**src/rtl/fetch_queue_pkg.sv**
```systemverilog
// Shared entry layout for the fetch queue; the packed entry is also what fetch builds.
// Field order fixes the bit offsets below, MSB first.
package fetch_queue_pkg;

    localparam int ENTRY_W = 102;

    localparam int OFS_PC           = 0;
    localparam int OFS_INST         = 32;
    localparam int OFS_PREDICT_ADDR = 64;
    localparam int OFS_PREDICT      = 96;
    localparam int OFS_KERNEL       = 97;
    localparam int OFS_PAGING       = 98;
    localparam int OFS_FAULT_INV    = 99;
    localparam int OFS_FAULT_PRIV   = 100;
    localparam int OFS_FAULT_PF     = 101;

    typedef struct packed {
        logic        fault_pf;
        logic        fault_priv;
        logic        fault_inv;
        logic        paging;
        logic        kernel;
        logic        predict;
        logic [31:0] predict_addr;
        logic [31:0] inst;
        logic [31:0] pc;
    } entry_t;

    typedef enum logic {
        FENCE_OPEN   = 1'b0,
        FENCE_FENCED = 1'b1
    } fence_t;

    function automatic logic entry_has_fault(input entry_t e);
        return e.fault_pf | e.fault_priv | e.fault_inv;
    endfunction

endpackage

```
**src/rtl/fetch_queue_ram.sv**
```systemverilog
// Entry storage: DEPTH x entry register array.
// Latency: write lands on the clock edge, read is combinational from the array.
// Backpressure: none here; the caller only asserts we when a push is accepted.
module fetch_queue_ram
    import fetch_queue_pkg::*;
#(
    parameter int DEPTH   = 4,
    parameter int DEPTH_N = 2
) (
    input  logic               iCLOCK,
    input  logic               we,
    input  logic [DEPTH_N-1:0] waddr,
    input  entry_t             wdata,
    input  logic [DEPTH_N-1:0] raddr,
    output entry_t             rdata
);

    entry_t mem [DEPTH];

    // Contents are never reset; the top masks the head while the queue is empty.
    always_ff @(posedge iCLOCK) begin
        if (we) begin
            mem[waddr] <= wdata;
        end
    end

    assign rdata = mem[raddr];

endmodule

```
**src/rtl/fetch_queue.sv**
```systemverilog
// Instruction queue between fetch and decode, with a fence after faulting entries.
// Latency: a pushed entry reaches the head one cycle later; no same-cycle bypass.
// Backpressure: oPREVIOUS_LOCK = full || fenced, from registered state only.
module fetch_queue
    import fetch_queue_pkg::*;
#(
    parameter int DEPTH   = 4,
    parameter int DEPTH_N = 2
) (
    input  logic               iCLOCK,
    input  logic               inRESET,
    input  logic               iFREE_DEFAULT,
    input  logic               iPREVIOUS_INST_VALID,
    input  logic               iPREVIOUS_FAULT_PAGEFAULT,
    input  logic               iPREVIOUS_FAULT_PRIVILEGE_ERROR,
    input  logic               iPREVIOUS_FAULT_INVALID_INST,
    input  logic               iPREVIOUS_PAGING_ENA,
    input  logic               iPREVIOUS_KERNEL_ACCESS,
    input  logic               iPREVIOUS_BRANCH_PREDICT,
    input  logic [31:0]        iPREVIOUS_BRANCH_PREDICT_ADDR,
    input  logic [31:0]        iPREVIOUS_INST,
    input  logic [31:0]        iPREVIOUS_PC,
    output logic               oPREVIOUS_LOCK,
    output logic               oNEXT_INST_VALID,
    output logic               oNEXT_FAULT_PAGEFAULT,
    output logic               oNEXT_FAULT_PRIVILEGE_ERROR,
    output logic               oNEXT_FAULT_INVALID_INST,
    output logic               oNEXT_PAGING_ENA,
    output logic               oNEXT_KERNEL_ACCESS,
    output logic               oNEXT_BRANCH_PREDICT,
    output logic [31:0]        oNEXT_BRANCH_PREDICT_ADDR,
    output logic [31:0]        oNEXT_INST,
    output logic [31:0]        oNEXT_PC,
    input  logic               iNEXT_LOCK,
    output logic [DEPTH_N:0]   oINFO_COUNT
);

    localparam logic [DEPTH_N:0] FULL_CNT = (DEPTH_N+1)'(DEPTH);

    logic [DEPTH_N-1:0] wr_ptr_q, wr_ptr_d;
    logic [DEPTH_N-1:0] rd_ptr_q, rd_ptr_d;
    logic [DEPTH_N:0]   count_q,  count_d;
    fence_t             fence_q,  fence_d;

    entry_t in_entry;
    entry_t ram_rdata;
    entry_t head;
    logic   not_empty;
    logic   full;
    logic   push;
    logic   pop;

    assign in_entry = '{
        fault_pf:     iPREVIOUS_FAULT_PAGEFAULT,
        fault_priv:   iPREVIOUS_FAULT_PRIVILEGE_ERROR,
        fault_inv:    iPREVIOUS_FAULT_INVALID_INST,
        paging:       iPREVIOUS_PAGING_ENA,
        kernel:       iPREVIOUS_KERNEL_ACCESS,
        predict:      iPREVIOUS_BRANCH_PREDICT,
        predict_addr: iPREVIOUS_BRANCH_PREDICT_ADDR,
        inst:         iPREVIOUS_INST,
        pc:           iPREVIOUS_PC
    };

    assign not_empty      = (count_q != '0);
    assign full           = (count_q == FULL_CNT);
    assign oPREVIOUS_LOCK = full || (fence_q == FENCE_FENCED);
    assign push           = iPREVIOUS_INST_VALID && !oPREVIOUS_LOCK;
    assign pop            = not_empty && !iNEXT_LOCK;

    always_comb begin
        wr_ptr_d = wr_ptr_q;
        rd_ptr_d = rd_ptr_q;
        count_d  = count_q;
        fence_d  = fence_q;
        if (iFREE_DEFAULT) begin
            wr_ptr_d = '0;
            rd_ptr_d = '0;
            count_d  = '0;
            fence_d  = FENCE_OPEN;
        end else begin
            if (push) begin
                wr_ptr_d = wr_ptr_q + 1'b1;
            end
            if (pop) begin
                rd_ptr_d = rd_ptr_q + 1'b1;
            end
            if (push && !pop) begin
                count_d = count_q + 1'b1;
            end else if (pop && !push) begin
                count_d = count_q - 1'b1;
            end
            // The faulting entry is still queued; only later fetches are fenced.
            if (push && entry_has_fault(in_entry)) begin
                fence_d = FENCE_FENCED;
            end
        end
    end

    always_ff @(posedge iCLOCK or negedge inRESET) begin
        if (!inRESET) begin
            wr_ptr_q <= '0;
            rd_ptr_q <= '0;
            count_q  <= '0;
            fence_q  <= FENCE_OPEN;
        end else begin
            wr_ptr_q <= wr_ptr_d;
            rd_ptr_q <= rd_ptr_d;
            count_q  <= count_d;
            fence_q  <= fence_d;
        end
    end

    fetch_queue_ram #(
        .DEPTH   (DEPTH),
        .DEPTH_N (DEPTH_N)
    ) u_ram (
        .iCLOCK (iCLOCK),
        .we     (push && !iFREE_DEFAULT),
        .waddr  (wr_ptr_q),
        .wdata  (in_entry),
        .raddr  (rd_ptr_q),
        .rdata  (ram_rdata)
    );

    assign head = not_empty ? ram_rdata : '0;

    assign oNEXT_INST_VALID            = not_empty;
    assign oNEXT_FAULT_PAGEFAULT       = head.fault_pf;
    assign oNEXT_FAULT_PRIVILEGE_ERROR = head.fault_priv;
    assign oNEXT_FAULT_INVALID_INST    = head.fault_inv;
    assign oNEXT_PAGING_ENA            = head.paging;
    assign oNEXT_KERNEL_ACCESS         = head.kernel;
    assign oNEXT_BRANCH_PREDICT        = head.predict;
    assign oNEXT_BRANCH_PREDICT_ADDR   = head.predict_addr;
    assign oNEXT_INST                  = head.inst;
    assign oNEXT_PC                    = head.pc;
    assign oINFO_COUNT                 = count_q;

endmodule

```
**config.mk**
```make
export PLATFORM = sky130hd
export DESIGN_NAME = fetch_queue
export DESIGN_NICKNAME = d
export VERILOG_FILES = /design/src/rtl/fetch_queue_pkg.sv /design/src/rtl/fetch_queue_ram.sv /design/src/rtl/fetch_queue.sv
export SDC_FILE = /design/constraint.sdc
export NUM_CORES = 1
export LEC_CHECK = 0
export ABC_AREA = 1
export CORE_MARGIN = 1.5
export CORE_UTILIZATION = 55
export CTS_CLUSTER_SIZE = 24
export DETAILED_ROUTE_END_ITERATION = 8
export PLACE_DENSITY_LB_ADDON = 0.2
export SYNTH_ARGS = -nofsm -noshare
export SYNTH_HDL_FRONTEND = slang
export SYNTH_SLANG_ARGS = --single-unit
```
**constraint.sdc**
```tcl
create_clock -name iCLOCK -period 7.4 [get_ports iCLOCK]
set_input_delay 0.74 -clock iCLOCK [delete_from_list [all_inputs] [get_ports iCLOCK]]
set_output_delay 0.74 -clock iCLOCK [all_outputs]
set_load 0.02 [all_outputs]
```
After elaboration in Yosys (flattened, before gate mapping)

Memories as Yosys holds them, arrays and structs flattened.
Cells that the tools add are included.

Bits in registers: 8
Memory bits (writable): 408
Input bits: 107
Output and inout bits: 107
Logic and storage cells: 41
Memories: 1

Memories:

| memory    | words | width | read ports | clocked after memory_dff | wr ports | RTL line              | text |
|---|---|---|---|---|---|---|---|
| u_ram.mem | 4     | 102   | 1          | 0                        | 1        | fetch_queue_ram.sv:18 | `entry_t mem [DEPTH];` |

Add/sub/neg operators: 4
Equality and inequality tests: 1
Muxes and demuxes: 12
Bitwise operators: 2
Reductions and logical operators: 17

Operators with widths:

| operator            | number |
|---|---|
| $mux 102            | 1 |
| $mux 3              | 3 |
| $mux 2              | 4 |
| $logic_and 1x1->1   | 6 |
| $reduce_bool 2->1   | 3 |
| $reduce_bool 3->1   | 2 |
| $logic_not 1->1     | 5 |
| $add 2x1->2 const B | 2 |
| $mux 1              | 4 |
| $add 3x1->3 const B | 1 |
| $eq 3x3->1 const B  | 1 |
| $sub 3x1->3 const B | 1 |
| $or 1x1->1          | 2 |
| $logic_or 1x1->1    | 1 |

Depth between registers and ports, before layout

Gate-level depths: netlist of run 1.

Word-level depth: 9
Depth in mapped cells: 11
Depth with buffers taken out: 11

By module

Synthesis of run 1 repeated with hierarchy kept, for this count alone.

Cell total of the unflattened synthesis: 1881
Area total of the unflattened synthesis: 18550.3 um2

Modules (own cells, without submodules):

| module          | times used | cells each | area an instance (um2) | sequential area each (um2) |
|---|---|---|---|---|
| fetch_queue_ram | 1          | 1606       | 17190.2                | 12251.8 |
| fetch_queue     | 1          | 275        | 1360.1                 | 200.2 |

Least setup slack after synthesis of run 1

Ideal clock, no wire load.

Path type: input -> register
Start point: in iFREE_DEFAULT
End point: mem u_ram.mem[0][0] in the netlist's numbering, enable pin
Setup time: 564 ps
Arrival time: 5322 ps
Required time: 6836 ps
Path slack: 1514 ps
Stages on the path: 3
Path buffers: 0
Cell sequence: clkinv_1 -> nand3_1 -> nor2_1

Longest elaborated chain between the ends: 4

RTL lines:

| item                         | RTL line              | text |
|---|---|---|
| start, declared              | fetch_queue.sv:12     | `input logic iFREE_DEFAULT,` |
| $logic_not 1->1              | fetch_queue.sv:119    | `.we (push && !iFREE_DEFAULT),` |
| $logic_and 1x1->1            | fetch_queue.sv:119    |  |
| $mux 1                       | fetch_queue_ram.sv:22 | `if (we) begin` |
| $mux 1 (implied by the code) | fetch_queue_ram.sv:23 | `mem[waddr] <= wdata;` |
| end, declared                | fetch_queue_ram.sv:18 |  |

Every way passes these cells.

Final worst setup path of run 1

Start point: reg rd_ptr_q[1]
End point: out oNEXT_INST[8]

Longest elaborated chain between the ends: 2

RTL lines:

| item                   | RTL line           | text |
|---|---|---|
| start, declared        | fetch_queue.sv:41  | `logic [DEPTH_N-1:0] rd_ptr_q, rd_ptr_d;` |
| start signal, assigned | fetch_queue.sv:108 | `rd_ptr_q <= rd_ptr_d;` |
| $mem_v2 4x102          | n/a                |  |
| $mux 102               | fetch_queue.sv:126 | `assign head = not_empty ? ram_rdata : '0;` |
| end, declared          | fetch_queue.sv:32  | `output logic [31:0] oNEXT_INST,` |

Every way passes these cells.

==> results of run 1 <==
==> final timing paths <==
path	startpoint	endpoint	slack (ns)	cells after the start
min in group iCLOCK	fence_q	fence_q	0.56	2
max	rd_ptr_q[1]	oNEXT_INST[8]	2.76	6
max reg2reg	oINFO_COUNT[0]	u_ram.mem[1][70]	4.86	5
max in group asynchronous	inRESET	rd_ptr_q[1]	6.61	1
min reg2reg	fence_q	fence_q	0.56	2
min	inRESET	oINFO_COUNT[0]	0.49	1
==> per-stage QoR <==
step	setup slack [ns]	total power (W)	instance area (µm²)
2_1_floorplan	1.514	0.004005	16270
3_3_place_gp	3.248	0.004891	18610
3_5_place_dp	3.219	0.004909	18610
4_1_cts	2.666	0.006979	19980
5_1_grt	2.468	0.007231	19980
6_report	2.758	0.006921	19980
==> layout make-up <==
cell class	count	area share, %
sequential	416	62.36
multi-input combinational	760	16.76
timing repair buffer	227	11.20
clock buffer	51	5.749
tap	384	2.405
clock inverter	24	1.115
inverter	20	0.4133
==> registers in the layout (all words and copies together) (netlist names) <==
register / count
rd_ptr_q: 2
oINFO_COUNT: 3
fence_q: 1
wr_ptr_q: 2
u_ram.mem: 408
==> synthesized netlist by cell type (all sizes together) <==
library cell,instances
nor3,1
clkbuf,21
inv,19
dfrtp,8
nand3,8
buf,58
nand2,15
fa,1
nor2,416
clkinv,1
ha,4
xnor2,1
o21ai,206
nand4,3
o22ai,1
edfxtp,408
a21oi,104
==> kinds of logic after synthesis <==
logic type / synth area share, %
flip-flops: 76.54
AO/OA/AOI/OAI: 9.575
XOR/XNOR: 0.05385
AND/OR/NAND/NOR: 10.34
buffers and inverters: 3.061
adder cells (fa/ha/maj): 0.4307
==> power by group <==
group | switching [W] | leakage (nW) | internal [W]
Clock | 0.000825 | 0.666 | 0.00124
Sequential | 0.0000740 | 3.79 | 0.00272
Combinational | 0.00126 | 2.25 | 0.000803
==> per-layer routing <==
layer	vias to the layer above	global-route usage [%]
li1	4901	-
met1	4995	29.87
met2	351	39.30
met3	58	5.614
met4	6	6.303
met5	-	0
==> impl_metrics.tcl, run 1 <==
set metrics [dict create \
    synth.distinct_cells 24 \
    ir_drop_mv 0.2215 \
    wl_per_cell_um 18.79 \
    fin_skew_ns 0.01087 \
    worst_setup_path_end_kind "primary output" \
    critPathSlowestCell "dfrtp_4" \
    multi_input_area_mm2 0.003348 \
    final_util_pct 69.05 \
    grt_antenna_before_repair 3 \
    initial_core_util_pct 56.22 \
    clk-insertion-delay-late_ns 0.53 \
    cts_max_level 2 \
    required_ns 6.66 \
    cts_tree "yes" \
    p_per_area_mw_per_mm2 346.4 \
    dr.pass1.iters 5 \
    path_clk_slew_ns 0.06 \
    rsz0062_at_grt "false" \
    synth_seq_cells 416 \
    die_area_mm2 0.03062 \
    ant_nets 0 \
    die_h_um 175.0 \
    seq_area_mm2 0.01246 \
    synthCells 1275 \
    fmax_mhz 215.4 \
    portBuffers 213 \
    holdWs_ns 0.4939 \
    overflow 0 \
    dp_hpwl_mm 18.74 \
    place_inst 1807 \
    drt_iter0_markers 972 \
    cts_buffer_depth 3 \
    diodes 0 \
    cts_resized 0 \
    num-fill-cells 1993 \
    cts_hold_buffers 0 \
    syn_area_per_cell_um2 12.76 \
    start_kind "register" \
    rows 62 \
    outcome "finished, final reports clean" \
    ios 214 \
    drv_cap 0 \
    final-setup-viol-count 0 \
    fin_nets 1579 \
    tns_ns 0 \
    drcViolationCount 0 \
    core_mm2 0.02894 \
    crit_buf_inv 3 \
    final_cell_mix "nor2_1, edfxtp_1, clkdlybuf4s50_1" \
    grt_pass1_wl_mm 54.77 \
    finalWirelength_mm 35.36 \
    slowest_delay_ns 0.83 \
    maxSlewViolCount 0 \
    gp_congestion 0.7590 \
    layout.cells.non_filler 1882 \
    wl_met1_mm 14.45 \
    critPathKind "reg2out" \
    via_per_inst 5.479 \
    cts_buffers 42 \
    top_layer "met5" \
    synthTopCellsByArea "edfxtp_1, nor2_1, o21ai_0" \
    wl_met2_mm 17.49 \
    finalCritPeriodShare_pct 62.73 \
    layout_min_cycle_time_ns 4.642 \
    synth_top_area_share_pct 75.31 \
    tightest_slew_ns 1.070 \
    syn_nets 1387 \
    hold_path.class "in2async" \
    path_delay_family "buffers and inverters" \
    yosysWarnings 0 \
    crit_chain "clkinv_2, buf_4, nor2_1, o21ai_1, a21oi_1, clkdlybuf4s50_1" \
    final_common_cell "nor2_1" \
    hold_viol_final 0 \
    root_buffer "clkbuf_16" \
    relSlewSlack_pct 28.70 \
    cp_max_fo 65 \
    grt_max_degree 144 \
    yosysTopAreaCell "edfxtp_1" \
    postCtsSetupRepairBufs 0 \
    worstPathArrival_ns 3.90 \
    die_x_um 175.0 \
    area_growth_pct 22.81 \
    synth_area_mm2 0.01627 \
    cts_sinks 416 \
    route.met3.wl_mm 2.757 \
    p_leak_nw 6.711 \
    vias 10310 \
    grt_pass1_vias 10210 \
    grt_usage_pct 23.12 \
    layout-drive-gt1-share_pct 5.407 \
    ys_seq_area_share_pct 76.54 \
]
Power figures use the tool's default switching activity.
==> run 2: changes to the inputs <==
--- a/config.mk
+++ b/config.mk
@@ -7,7 +7,7 @@
 export LEC_CHECK = 0
 export ABC_AREA = 1
 export CORE_MARGIN = 1.5
-export CORE_UTILIZATION = 55
+export CORE_UTILIZATION = 50
 export CTS_CLUSTER_SIZE = 24
 export DETAILED_ROUTE_END_ITERATION = 8
 export PLACE_DENSITY_LB_ADDON = 0.2
==> constraint.sdc (replaced) <==
create_clock -name iCLOCK -period 3.8 [get_ports iCLOCK]
set_input_delay 0.38 -clock iCLOCK [delete_from_list [all_inputs] [get_ports iCLOCK]]
set_output_delay 0.38 -clock iCLOCK [all_outputs]
set_load 0.02 [all_outputs]
==> run 2 against run 1 <==
  * First-iteration DRC count is 11% lower
  * Worst setup slack worse by 2.5 ns
  * Clock-buffer cell count is 3 higher
  * Clock skew is 0.0071 ns higher
  * Critical path type unchanged
==> impl_metrics.tcl, run 2 (synthesis results as in run 1) <==
set metrics [dict create \
    cts_hold_buffers 0 \
    die_area_mm2 0.03363 \
    wl_per_cell_um 18.29 \
    cts_sinks 416 \
    area_growth_pct 23.79 \
    largest_reg_flops 408 \
    core_mm2 0.03180 \
    path_clk_slew_ns 0.06 \
    ir_drop_mv 0.4585 \
    worstPathArrival_ns 3.15 \
    gp_congestion 0.7551 \
    via_per_inst 5.299 \
    start_kind "register" \
    worst_r2r_path_depth 4 \
    root_buffer "clkbuf_16" \
    cts_buffers 42 \
    cts_buffer_depth 3 \
    finalWirelength_mm 35.27 \
    p_leak_nw 6.733 \
    final-setup-viol-count 0 \
    ant_nets 0 \
    drv_cap 0 \
    rows 65 \
    r2r_end "u_ram.mem[1][89]" \
    final_common_cell "nor2_1" \
    dp_hpwl_mm 18.45 \
    layout_min_cycle_time_ns 3.530 \
    fin_nets 1585 \
    fmax_mhz 283.3 \
    drcViolationCount 0 \
    grt_max_degree 207 \
    hold_path.class "in2async" \
    tightest_slew_ns 1.212 \
    portBuffers 213 \
    final_util_pct 63.33 \
    critPathKind "reg2out" \
    overflow 0 \
    worst_setup_path_end_kind "primary output" \
    r2r_slack_ns 1.40 \
    die_x_um 183.4 \
    cts_tree "yes" \
    grt_pass1_wl_mm 54.90 \
    dr.pass1.iters 4 \
    drt_iter0_markers 864 \
    finish.instance_area_mm2 0.02014 \
    layout.cells.non_filler 1929 \
    hold_viol_final 0 \
    final_cell_mix "nor2_1, edfxtp_1, clkdlybuf4s50_1" \
    cts_max_level 2 \
    p_per_area_mw_per_mm2 666.8 \
    total_power_w 0.01343 \
    holdWs_ns 0.1359 \
    place_inst 1864 \
    ios 214 \
    regMostFlops "u_ram.mem" \
    die_h_um 183.4 \
    clk-insertion-delay-late_ns 0.52 \
    relSlewSlack_pct 19.23 \
    num-fill-cells 2334 \
    initial_core_util_pct 51.16 \
    cp_max_fo 206 \
    postCtsSetupRepairBufs 0 \
    grt_antenna_before_repair 3 \
    vias 10220 \
    grt_usage_pct 21.20 \
    finalCritPeriodShare_pct 92.90 \
    required_ns 3.42 \
    rsz0062_at_grt "false" \
    placed_area_mm2 0.01886 \
    layout-drive-gt1-share_pct 5.295 \
    maxSlewViolCount 0 \
    outcome "finished, final reports clean" \
    cts_resized 0 \
    rr_startpoint "oINFO_COUNT[2]" \
    fin_skew_ns 0.01793 \
    grt_pass1_vias 9938 \
]
==> run 2: worst max-delay path, cell delays in order, from the launching register on <==
cell	delay [ns]
dfrtp_4	0.45
buf_12	0.47
nor2_1	0.12
nor2_1	0.12
o21ai_1	0.07
a21oi_1	0.32
clkdlybuf4s50_1	0.67
==> run 2: worst max-delay path by stage <==
stage / start / to / slack (ns) / cells past startpoint
after floorplan: oINFO_COUNT[0] / u_ram.mem[0][0] / -0.36 / 4
after global placement: rd_ptr_q[0] / oNEXT_BRANCH_PREDICT / 0.90 / 5
after detailed placement: rd_ptr_q[0] / oNEXT_BRANCH_PREDICT / 0.90 / 5
after CTS: rd_ptr_q[0] / oNEXT_BRANCH_PREDICT / 0.32 / 5
after global routing: rd_ptr_q[0] / oNEXT_BRANCH_PREDICT / 0.16 / 5
final: rd_ptr_q[0] / oNEXT_BRANCH_PREDICT / 0.27 / 6
==> run 2: routing by layer <==
layer	GRT usage, %	routed length [µm]	vias up
li1	-	-	4905
met4	5.541	553	0
met2	34.69	16890	325
met3	4.428	2638	45
met1	29.14	15190	4947
met5	0	0	-
==> run 2: final cells by class <==
class	instances	area (µm²)	area share, %
antenna	2	5.005	0.02485
clock buffer	54	1160	5.760
clock inverter	9	117.6	0.5840
inverter	20	83.83	0.4163
multi-input combinational	760	3348	16.63
sequential	416	12460	61.87
tap	435	544.3	2.703
timing repair buffer	233	2420	12.02
==> run 2: through the flow <==
step           setup slack, ns  TNS, ns
2_1_floorplan          -0.3649  -148.87
3_3_place_gp            0.9006        0
3_5_place_dp            0.8986        0
4_1_cts                 0.3247        0
5_1_grt                 0.1576        0
6_report                0.2697        0
==> run 2: power breakdown <==
part           switching [W]  total [W]  internal [W]
logic                0.00254    0.00418       0.00163
registers          0.0000729    0.00536       0.00529
clock network        0.00156    0.00389       0.00233
total                0.00418     0.0134       0.00925
==> run 3: changes to the inputs <==
--- a/config.mk
+++ b/config.mk
@@ -7,7 +7,7 @@
 export LEC_CHECK = 0
 export ABC_AREA = 1
 export CORE_MARGIN = 1.5
-export CORE_UTILIZATION = 50
+export CORE_UTILIZATION = 35
 export CTS_CLUSTER_SIZE = 24
 export DETAILED_ROUTE_END_ITERATION = 8
 export PLACE_DENSITY_LB_ADDON = 0.2
==> run 3 against run 2 <==
  * Clock power is 3% higher
  * Routed wire length is 9.8% higher
  * Die area is 42% higher
  * Via count hardly changed
  * Non-clock buffer count is 2 higher
  * Largest cell class unchanged
  * Highest routed layer is now met5
==> impl_metrics.tcl, run 3 (synthesis results as in run 1) <==
set metrics [dict create \
    p_leak_nw 6.778 \
    portBuffers 213 \
    cpMostUsedCell "nor2_1" \
    gp_congestion 0.7438 \
    r2r_slack_ns 1.47 \
    regMostFlops "u_ram.mem" \
    layout-drive-gt1-share_pct 5.567 \
    cp_max_fo 110 \
    rows 78 \
    critPathKind "reg2out" \
    num-fill-cells 4111 \
    die_area_mm2 0.04778 \
    clk-insertion-delay-late_ns 0.57 \
    final_cell_mix "nor2_1, edfxtp_1, clkdlybuf4s50_1" \
    cts_resized 0 \
    die_x_um 218.6 \
    rsz0062_at_grt "false" \
    grt_usage_pct 16.19 \
    final-setup-viol-count 0 \
    cts_sinks 416 \
    worst_slack_ns 0.3144 \
    grt_pass1_vias 10140 \
    hold_path.class "in2async" \
    cts_buffers 45 \
    tightest_slew_ns 0.6893 \
    grt_max_degree 111 \
    tns_ns 0 \
    vias 10220 \
    die_h_um 218.6 \
    drcViolationCount 0 \
    initial_core_util_pct 35.69 \
    crit_chain "buf_12, nor2_1, nor2_1, o21ai_1, a21oi_1, clkdlybuf4s50_1" \
    p_per_area_mw_per_mm2 665.9 \
    cts_hold_buffers 0 \
    grt_antenna_before_repair 5 \
    ant_nets 0 \
    layout_min_cycle_time_ns 3.486 \
    fin_nets 1590 \
    area_growth_pct 25.65 \
    overflow 0 \
    ios 214 \
    total_power_w 0.01361 \
    outcome "finished, final reports clean" \
    dp_hpwl_mm 21.43 \
    drt_iter0_markers 556 \
    via_per_inst 4.841 \
    cts_tree "yes" \
    cts_max_level 2 \
    root_buffer "clkbuf_16" \
    fmax_mhz 286.9 \
    relSlewSlack_pct 54.05 \
    critPathSlowestCell "dfrtp_4" \
    place_inst 2031 \
    slowest_delay_ns 0.74 \
    grt_pass1_wl_mm 58.98 \
    finalWirelength_mm 38.75 \
    dr.pass1.iters 5 \
    start_kind "register" \
    core_mm2 0.04558 \
    layout.cells.non_filler 2111 \
    worstPathArrival_ns 3.11 \
    maxSlewViolCount 0 \
    largest_reg_flops 408 \
    ir_drop_mv 0.3243 \
    cts_buffer_depth 3 \
    dp_slack_ns 0.9397 \
    path_clk_slew_ns 0.06 \
    finalCritPeriodShare_pct 91.73 \
    hold_viol_final 0 \
    worst_setup_path_end_kind "primary output" \
    final_common_cell "nor2_1" \
    required_ns 3.42 \
    fin_skew_ns 0.02242 \
    postCtsSetupRepairBufs 0 \
    final_util_pct 44.85 \
    drv_cap 0 \
    worst_r2r_path_depth 4 \
    wl_per_cell_um 18.35 \
]
## run 3: metal layers
metal  vias up  GRT usage [%]  part of all wire [%]
met3        56          4.161                   6.1
met1      4977          20.91                    44
met5         -              0                  0.14
li1       4933              -                     -
met2       246          26.70                    48
met4         8          4.920                   1.8
## run 3: metrics by stage
| step | area, µm² | hold WS, ns |
|---|---|---|
| CTS | 20440 | 0.07957 |
| global route | 20440 | 0.1074 |
| floorplan | 16280 | 0.08441 |
| global placement | 19100 | 0.5416 |
| detailed placement | 19100 | 0.5532 |
| finish | 20440 | 0.1202 |
## run 3: layout make-up
class | instances | area (µm²) | share of cell area, %
diodes | 2 | 5.005 | 0.02448
well taps | 600 | 750.7 | 3.673
inverters | 20 | 85.08 | 0.4162
multi-input cells | 760 | 3348 | 16.38
repair buffers | 235 | 2460 | 12.03
clock buffers | 63 | 1236 | 6.048
flip-flops and latches | 416 | 12460 | 60.95
clock inverters | 15 | 96.34 | 0.4713
## run 3: worst max-delay path: cells and delay by family (launching register included)
kind	cells	cell delay, ns
buf+inv	2	1.00
compound gates	2	0.27
flops	1	0.74
simple gates	2	0.25
## run 3: worst paths after layout
check / startpoint / to
setup / recovery: rd_ptr_q[0] / oNEXT_BRANCH_PREDICT_ADDR[5]
hold / removal: inRESET / wr_ptr_q[1]
setup reg to reg: oINFO_COUNT[2] / u_ram.mem[0][71]
hold reg to reg: fence_q / fence_q
max in group asynchronous: inRESET / rd_ptr_q[1]
min in group iCLOCK: iPREVIOUS_PC[10] / u_ram.mem[2][10]
## run 3: power breakdown
group	internal, W	total [W]	switching (W)
clock	0.00232	0.00401	0.00169
combinational	0.00165	0.00419	0.00254
sequential	0.00529	0.00541	0.000121
total	0.00927	0.0136	0.00435
